## src/rtl/idex_hazard_stage.sv

```systemverilog
// idex_hazard_stage: ID/EX pipeline register with load-use bubble insertion and branch flush.
// Optional saturating bubble counter under `define IDEX_BUBBLE_CNT_EN.
module idex_hazard_stage #(
    parameter int DATA_W = 32,
    parameter int ADDR_W = 5,
    parameter int CNT_W  = 16
) (
    input  logic              clk_i,
    input  logic              rst_i,
    input  logic              stall_i,
    input  logic              flush_i,
    input  logic [ADDR_W-1:0] RsAddr_i,
    input  logic [ADDR_W-1:0] RtAddr_i,
    input  logic [ADDR_W-1:0] RdAddr_i,
    input  logic [DATA_W-1:0] RsData_i,
    input  logic [DATA_W-1:0] RtData_i,
    input  logic [DATA_W-1:0] Imm_i,
    input  logic [1:0]        WB_i,
    input  logic [1:0]        M_i,
    input  logic [3:0]        EX_i,
    output logic [ADDR_W-1:0] RsAddr_o,
    output logic [ADDR_W-1:0] RtAddr_o,
    output logic [ADDR_W-1:0] RdAddr_o,
    output logic [DATA_W-1:0] RsData_o,
    output logic [DATA_W-1:0] RtData_o,
    output logic [DATA_W-1:0] Imm_o,
    output logic [1:0]        WB_o,
    output logic [1:0]        M_o,
    output logic [3:0]        EX_o,
    output logic              valid_o,
    output logic              hazard_stall_o,
    output logic [CNT_W-1:0]  bubble_cnt_o
);
    logic hazard;
    logic bubble;
    assign hazard = valid_o & M_o[1] & (RtAddr_o != '0) & ((RtAddr_o == RsAddr_i) | (RtAddr_o == RtAddr_i));
    assign bubble = hazard | flush_i;
    assign hazard_stall_o = hazard & ~flush_i;
    always_ff @(posedge clk_i) begin
        if (rst_i | (~stall_i & bubble)) begin
            RsAddr_o <= '0;
            RtAddr_o <= '0;
            RdAddr_o <= '0;
            RsData_o <= '0;
            RtData_o <= '0;
            Imm_o    <= '0;
            WB_o     <= '0;
            M_o      <= '0;
            EX_o     <= '0;
            valid_o  <= 1'b0;
        end else if (~stall_i) begin
            RsAddr_o <= RsAddr_i;
            RtAddr_o <= RtAddr_i;
            RdAddr_o <= RdAddr_i;
            RsData_o <= RsData_i;
            RtData_o <= RtData_i;
            Imm_o    <= Imm_i;
            WB_o     <= WB_i;
            M_o      <= M_i;
            EX_o     <= EX_i;
            valid_o  <= 1'b1;
        end
    end
`ifdef IDEX_BUBBLE_CNT_EN
    always_ff @(posedge clk_i) begin
        if (rst_i)
            bubble_cnt_o <= '0;
        else if (~stall_i & bubble & (bubble_cnt_o != '1))
            bubble_cnt_o <= bubble_cnt_o + 1'b1;
    end
`else
    assign bubble_cnt_o = '0;
`endif
endmodule

```

## config.mk

```make
export PLATFORM = sky130hd
export DESIGN_NAME = idex_hazard_stage
export DESIGN_NICKNAME = d
export VERILOG_FILES = /design/src/rtl/idex_hazard_stage.sv
export SDC_FILE = /design/constraint.sdc
export NUM_CORES = 1
export LEC_CHECK = 0
export ABC_AREA = 1
export BUFFER_PORTS_ARGS = -buffer_cell sky130_fd_sc_hd__buf_2
export CORE_ASPECT_RATIO = 1.4
export CORE_MARGIN = 5
export CORE_UTILIZATION = 35
export CTS_CLUSTER_DIAMETER = 40
export CTS_CLUSTER_SIZE = 24
export DETAILED_ROUTE_END_ITERATION = 16
export PLACE_DENSITY = 0.68
export SYNTH_ARGS = -nofsm -noshare
export SYNTH_HDL_FRONTEND = slang
export SYNTH_SLANG_ARGS = --single-unit
```

## constraint.sdc

```tcl
create_clock -name clk_i -period 1.5 [get_ports clk_i]
set_input_delay 0 -clock clk_i [delete_from_list [all_inputs] [get_ports clk_i]]
set_output_delay 0 -clock clk_i [all_outputs]
set_load 0.02 [all_outputs]
```

# == Word level (Yosys, flattened, before mapping) ==
# Index checks and enable logic that the tools add are counted.
# W data, S select, Z words.
# word_totals
register_bits,120
out_inout_bits,137
inputBits,123
word_cells,23
# classes
bitwise_logic,10
reduce_logical,1
eq_ne,2
# ops
op,count
$eq A5 B5 Y1,2
$and A1 B1 Y1,5
$reduce_bool A5 Y1,1
$or A1 B1 Y1,3
$not A1 Y1,2

# == Depth between registers and ports, before layout ==
# logic_depth
word_depth,6
mapped_depth,13
mapped_depth_nobuf,11

# == Worst setup path before layout ==
# OpenSTA, ideal clock, no wires.
# synth_path
kind,register to register
start,register RtAddr_o[2]
end,register RsData_o[20]
required_time_ps,1384
arrival_time_ps,1417
path_stages_with_launch,14
setup_time_ps,116
period_less_slack_ps,1533
n_path_buf,2
setup_slack_ps,-33
path_cell_list,dfxtp_1 inv_2 nand2_1 nand2_1 nor2_1 nand3_1 nand2_1 nand2_1 nand2_1 nand2_1 nand2_2 buf_12 buf_4 nor2_1
# synth_via
elab_chain_len,6
elab_cells_between_ends,9
# synth_rtl
item,line,rtl
from (decl),22,"output logic [ADDR_W-1:0] RtAddr_o,"
from (signal assigned),53,RtAddr_o <= RtAddr_i;
$eq A5 B5 Y1 or $reduce_bool A5 Y1 (tied branches),36,assign hazard = valid_o & M_o[1] & (RtAddr_o != '0) & ((RtAddr_o == RsAddr_i) | (RtAddr_o == RtAddr_i));
$or A1 B1 Y1 or $and A1 B1 Y1 (tied branches),36,
$and A1 B1 Y1 (*),36,
$or A1 B1 Y1 (*),37,assign bubble = hazard | flush_i;
$and A1 B1 Y1 (*),40,if (rst_i | (~stall_i & bubble)) begin
$or A1 B1 Y1 (*),40,
to (signal assigned),55,RsData_o <= RsData_i;
to (decl),24,"output logic [DATA_W-1:0] RsData_o,"
# Mark *: on every way between the ends. The rest lies on a longest branch, timed or not.
# A chain may end at the register's enable or synchronous reset.

# == Worst setup path after layout ==
# layout_path
start,register RtAddr_o[1]
end,output port hazard_stall_o
# layout_via
elab_chain_len,4
elab_cells_between_ends,7
# layout_rtl
item,line,rtl
$eq A5 B5 Y1 or $reduce_bool A5 Y1 (tied branches),36,
$or A1 B1 Y1 or $and A1 B1 Y1 (tied branches),36,
$and A1 B1 Y1 (*),36,
$and A1 B1 Y1 (*),38,assign hazard_stall_o = hazard & ~flush_i;
to (decl),31,"output logic hazard_stall_o,"
# Marks and branches as above.

==> results.yml <==
timing:
  tightest_slew_ns: 0.550
  finalMaxSlewViolations: 0
  holdWs_ns: 0.0899
  slew_headroom_pct: 63.3
  skew_ns: 0.0113
  finalCritPeriodShare_pct: 110
  fmax_ghz: 0.603
  rsz0062_at_grt: "yes"
  finalHoldViolCount: 0
  setup_viol: 121
  setup_ws_ns: -0.157
  fin_crit_ns: 1.66
worst_setup_path:
  crit_buf_inv: 3
  crit_slowest_cell: "dfxtp_4"
  cp_top_family: "simple AND/OR/NAND/NOR gates"
  slowest_delay_ns: 0.36
  end_kind: "output port"
  cp_cell_sequence: "inv_2, nand2_1, nand2_1, nor2_1, nand3_1, nand2_2, nand2_2, buf_6, nor2_4, buf_6"
  worst-endpoint-required_ns: 1.50
  ff2ff_setup_slack_ns: -0.15
  critPathKind: "reg2out"
  crit_fanout: 5
  critPathArrivalTime_ns: 1.66
  startpoint_type: "flop"
outcome:
  violations: "negative setup slack"
  status: "finished with violations"
power_and_ir_drop:
  ir_drop_mv: 0.638
  p_seq_share_pct: 38.7
  p_sw_w: 0.00222
  p_comb_share_pct: 16.3
  intPower_w: 0.00667
  power.density_nw_per_um2: 1120
  p_leak_nw: 4.14
  swShare_pct: 25.0
  pwr-share-clk_pct: 45.0
place:
  numPortBuffers: 243
  place_hpwl_um: 8800
  dp.cells: 846
  place.gp.congestion: 0.798
die:
  die_w_um: 107
  fp.dieArea_um2: 15600
  rows: 49
  io_pins: 260
  die_h_um: 146
  coreArea_um2: 12900
  start_util_pct: 35.7
final_layout:
  finalNetCount: 964
  fin_cells: 1008
  synthToLayoutAreaGrowth_pct: 71.8
  drive_above_1_share_pct: 36.1
  fillCellCount: 1046
yosys:
  yosysSeqAreaShare_pct: 52.2
  ys_top_cells_by_area: "dfxtp_1, mux2i_1, nor2_1"
  synthDistinctLibCells: 17
  synth_cells: 471
  synth_top_area_share_pct: 52.2
  ys_warn_count: 0
  syn-cell-area_um2: 4600
  synth_area_per_cell_um2: 9.77
  yosysTopAreaCell: "dfxtp_1"
  ys_seq_elements: 120
grt:
  grt_pass1_wl_um: 22000
  track_usage_pct: 17.5
  grt_pass1_vias: 4650
  antenna_found_initial: 2
  grt_max_degree: 78
  gr-total-overflow: 0
route:
  drc: 0
  drtPass1Iterations: 4
  ant_nets: 0
  via_per_inst: 4.44
  wire_per_inst_um: 14.5
  drt-total-wl_um: 14600
  vias: 4480
  drtIter0Drc: 139
cts:
  cts_tree: "done"
  clkLatencyLatePin_ns: 0.40
  htreeDepth: 4
  clockRootBuffer: "clkbuf_16"
  ctsLongestPathBuffers: 2
  numCtsBuffers: 17
  clk_pin_slew_ns: 0.05
  cts.sinks: 120
run:
  maxCapViolCount: 0
hold_path:
  min_path_type: "in2reg"
## power by group through the flow
stage | combinational, W | clock, W | sequential [W]
detailed placement | 0.00110 | 0 | 0.00351
CTS | 0.00135 | 0.00411 | 0.00344
global placement | 0.00109 | 0 | 0.00350
floorplan | 0.000525 | 0 | 0.00371
finish | 0.00145 | 0.00400 | 0.00344
global route | 0.00156 | 0.00430 | 0.00346
## final cells by class
cell class	instances	area, um^2	area share (%)
Antenna cell	2	5.00	0.0634
Timing Repair Buffer	378	2710	34.3
Clock buffer	19	433	5.48
Tap cell	153	191	2.42
Inverter	17	63.8	0.808
Multi-Input combinational cell	307	1920	24.3
Sequential cell	120	2420	30.6
Clock inverter	12	154	1.95
## tightest hold or removal path: cells and delay by family
kind / cells / cell delay, ns
and+or+nand+nor: 2 / 0.18
buffers and inverters: 2 / 0.25
## routing by layer
| layer | global-route usage (%) | up-vias | share of wire [%] |
|---|---|---|---|
| met5 | 0 | - | 0 |
| met4 | 7.61 | 0 | 3.1 |
| met3 | 6.44 | 31 | 8.3 |
| met2 | 31.3 | 207 | 51 |
| met1 | 17.9 | 2002 | 37 |
| li1 | - | 2240 | - |
## worst paths after layout
path / start / to / depth (start not counted)
setup / recovery: RtAddr_o[1] / hazard_stall_o / 10
setup reg to reg: RtAddr_o[1] / M_o[0] / 13
hold reg to reg: RtData_o[29] / RtData_o[29] / 2
hold / removal: stall_i / valid_o / 4
## timing repair
item,CTS,global route
hold buffers,119,0
gates cloned,0,8
endpoints found under the setup margin,119,121
gates resized for setup,6,16
pin swaps,4,7
hold endpoints to repair,119,0
setup buffers,0,2
## cell usage in the layout (no fill, tap or decap)
cell           instances
buf_12                 3
buf_16                 2
buf_2                241
buf_4                  1
buf_6                  8
bufinv_16              3
clkbuf_1               2
clkbuf_16             21
clkinv_2               3
clkinv_4               3
clkinvlp_4             3
conb_1                16
dfxtp_1              115
dfxtp_4                5
diode_2                2
dlygate4sd3_1        119
inv_1                 11
inv_2                  6
mux2i_1              110
nand2_1               31
nand2_2                3
nand2_4                2
nand2_8                1
nand3_1                4
nor2_1               126
nor2_2                 1
nor2_4                 1
nor3_2                 1
o21ai_0                9
xnor2_1                2
## cell usage after synthesis (all sizes together)
master	instances
nor2	128
dfxtp	120
mux2i	110
buf	38
nand2	36
inv	17
o21ai	9
clkbuf	5
nand3	4
xnor2	2
conb	1
nor3	1
## state kept, by name (all words and copies together) (netlist names)
register / flops
Imm_o: 32
valid_o: 1
RsAddr_o: 5
WB_o: 2
RtAddr_o: 5
M_o: 2
RdAddr_o: 5
RtData_o: 32
EX_o: 4
RsData_o: 32
## logic make-up (layout without fill, tap and decap cells)
family / after synthesis / count (layout) / share of synthesized area, %
and+or+nand+nor: 169 / 170 / 14.0
DFF: 120 / 120 / 52.2
muxes: 110 / 110 / 23.9
buffers and inverters: 60 / 426 / 8.41
AOI/OAI and AO/OA: 9 / 9 / 0.979
xor gates and xnor gates: 2 / 2 / 0.381
other: 1 / 18 / 0.0815
## metrics by stage
step / total power (W) / TNS [ns] / worst slack, ns / area (um^2) / utilization, %
2_1_floorplan: 0.00424 / 0 / 0.0674 / 4660 / -
3_3_place_gp: 0.00460 / -0.380 / -0.0116 / 5870 / 45.6
3_5_place_dp: 0.00461 / -1.84 / -0.0452 / 5870 / 45.6
4_1_cts: 0.00890 / -0.238 / -0.0905 / 7670 / 59.6
5_1_grt: 0.00932 / -25.89 / -0.268 / 7900 / 61.4
6_report: 0.00889 / -10.90 / -0.157 / 7900 / 61.4
Power figures use the tool's default switching activity.
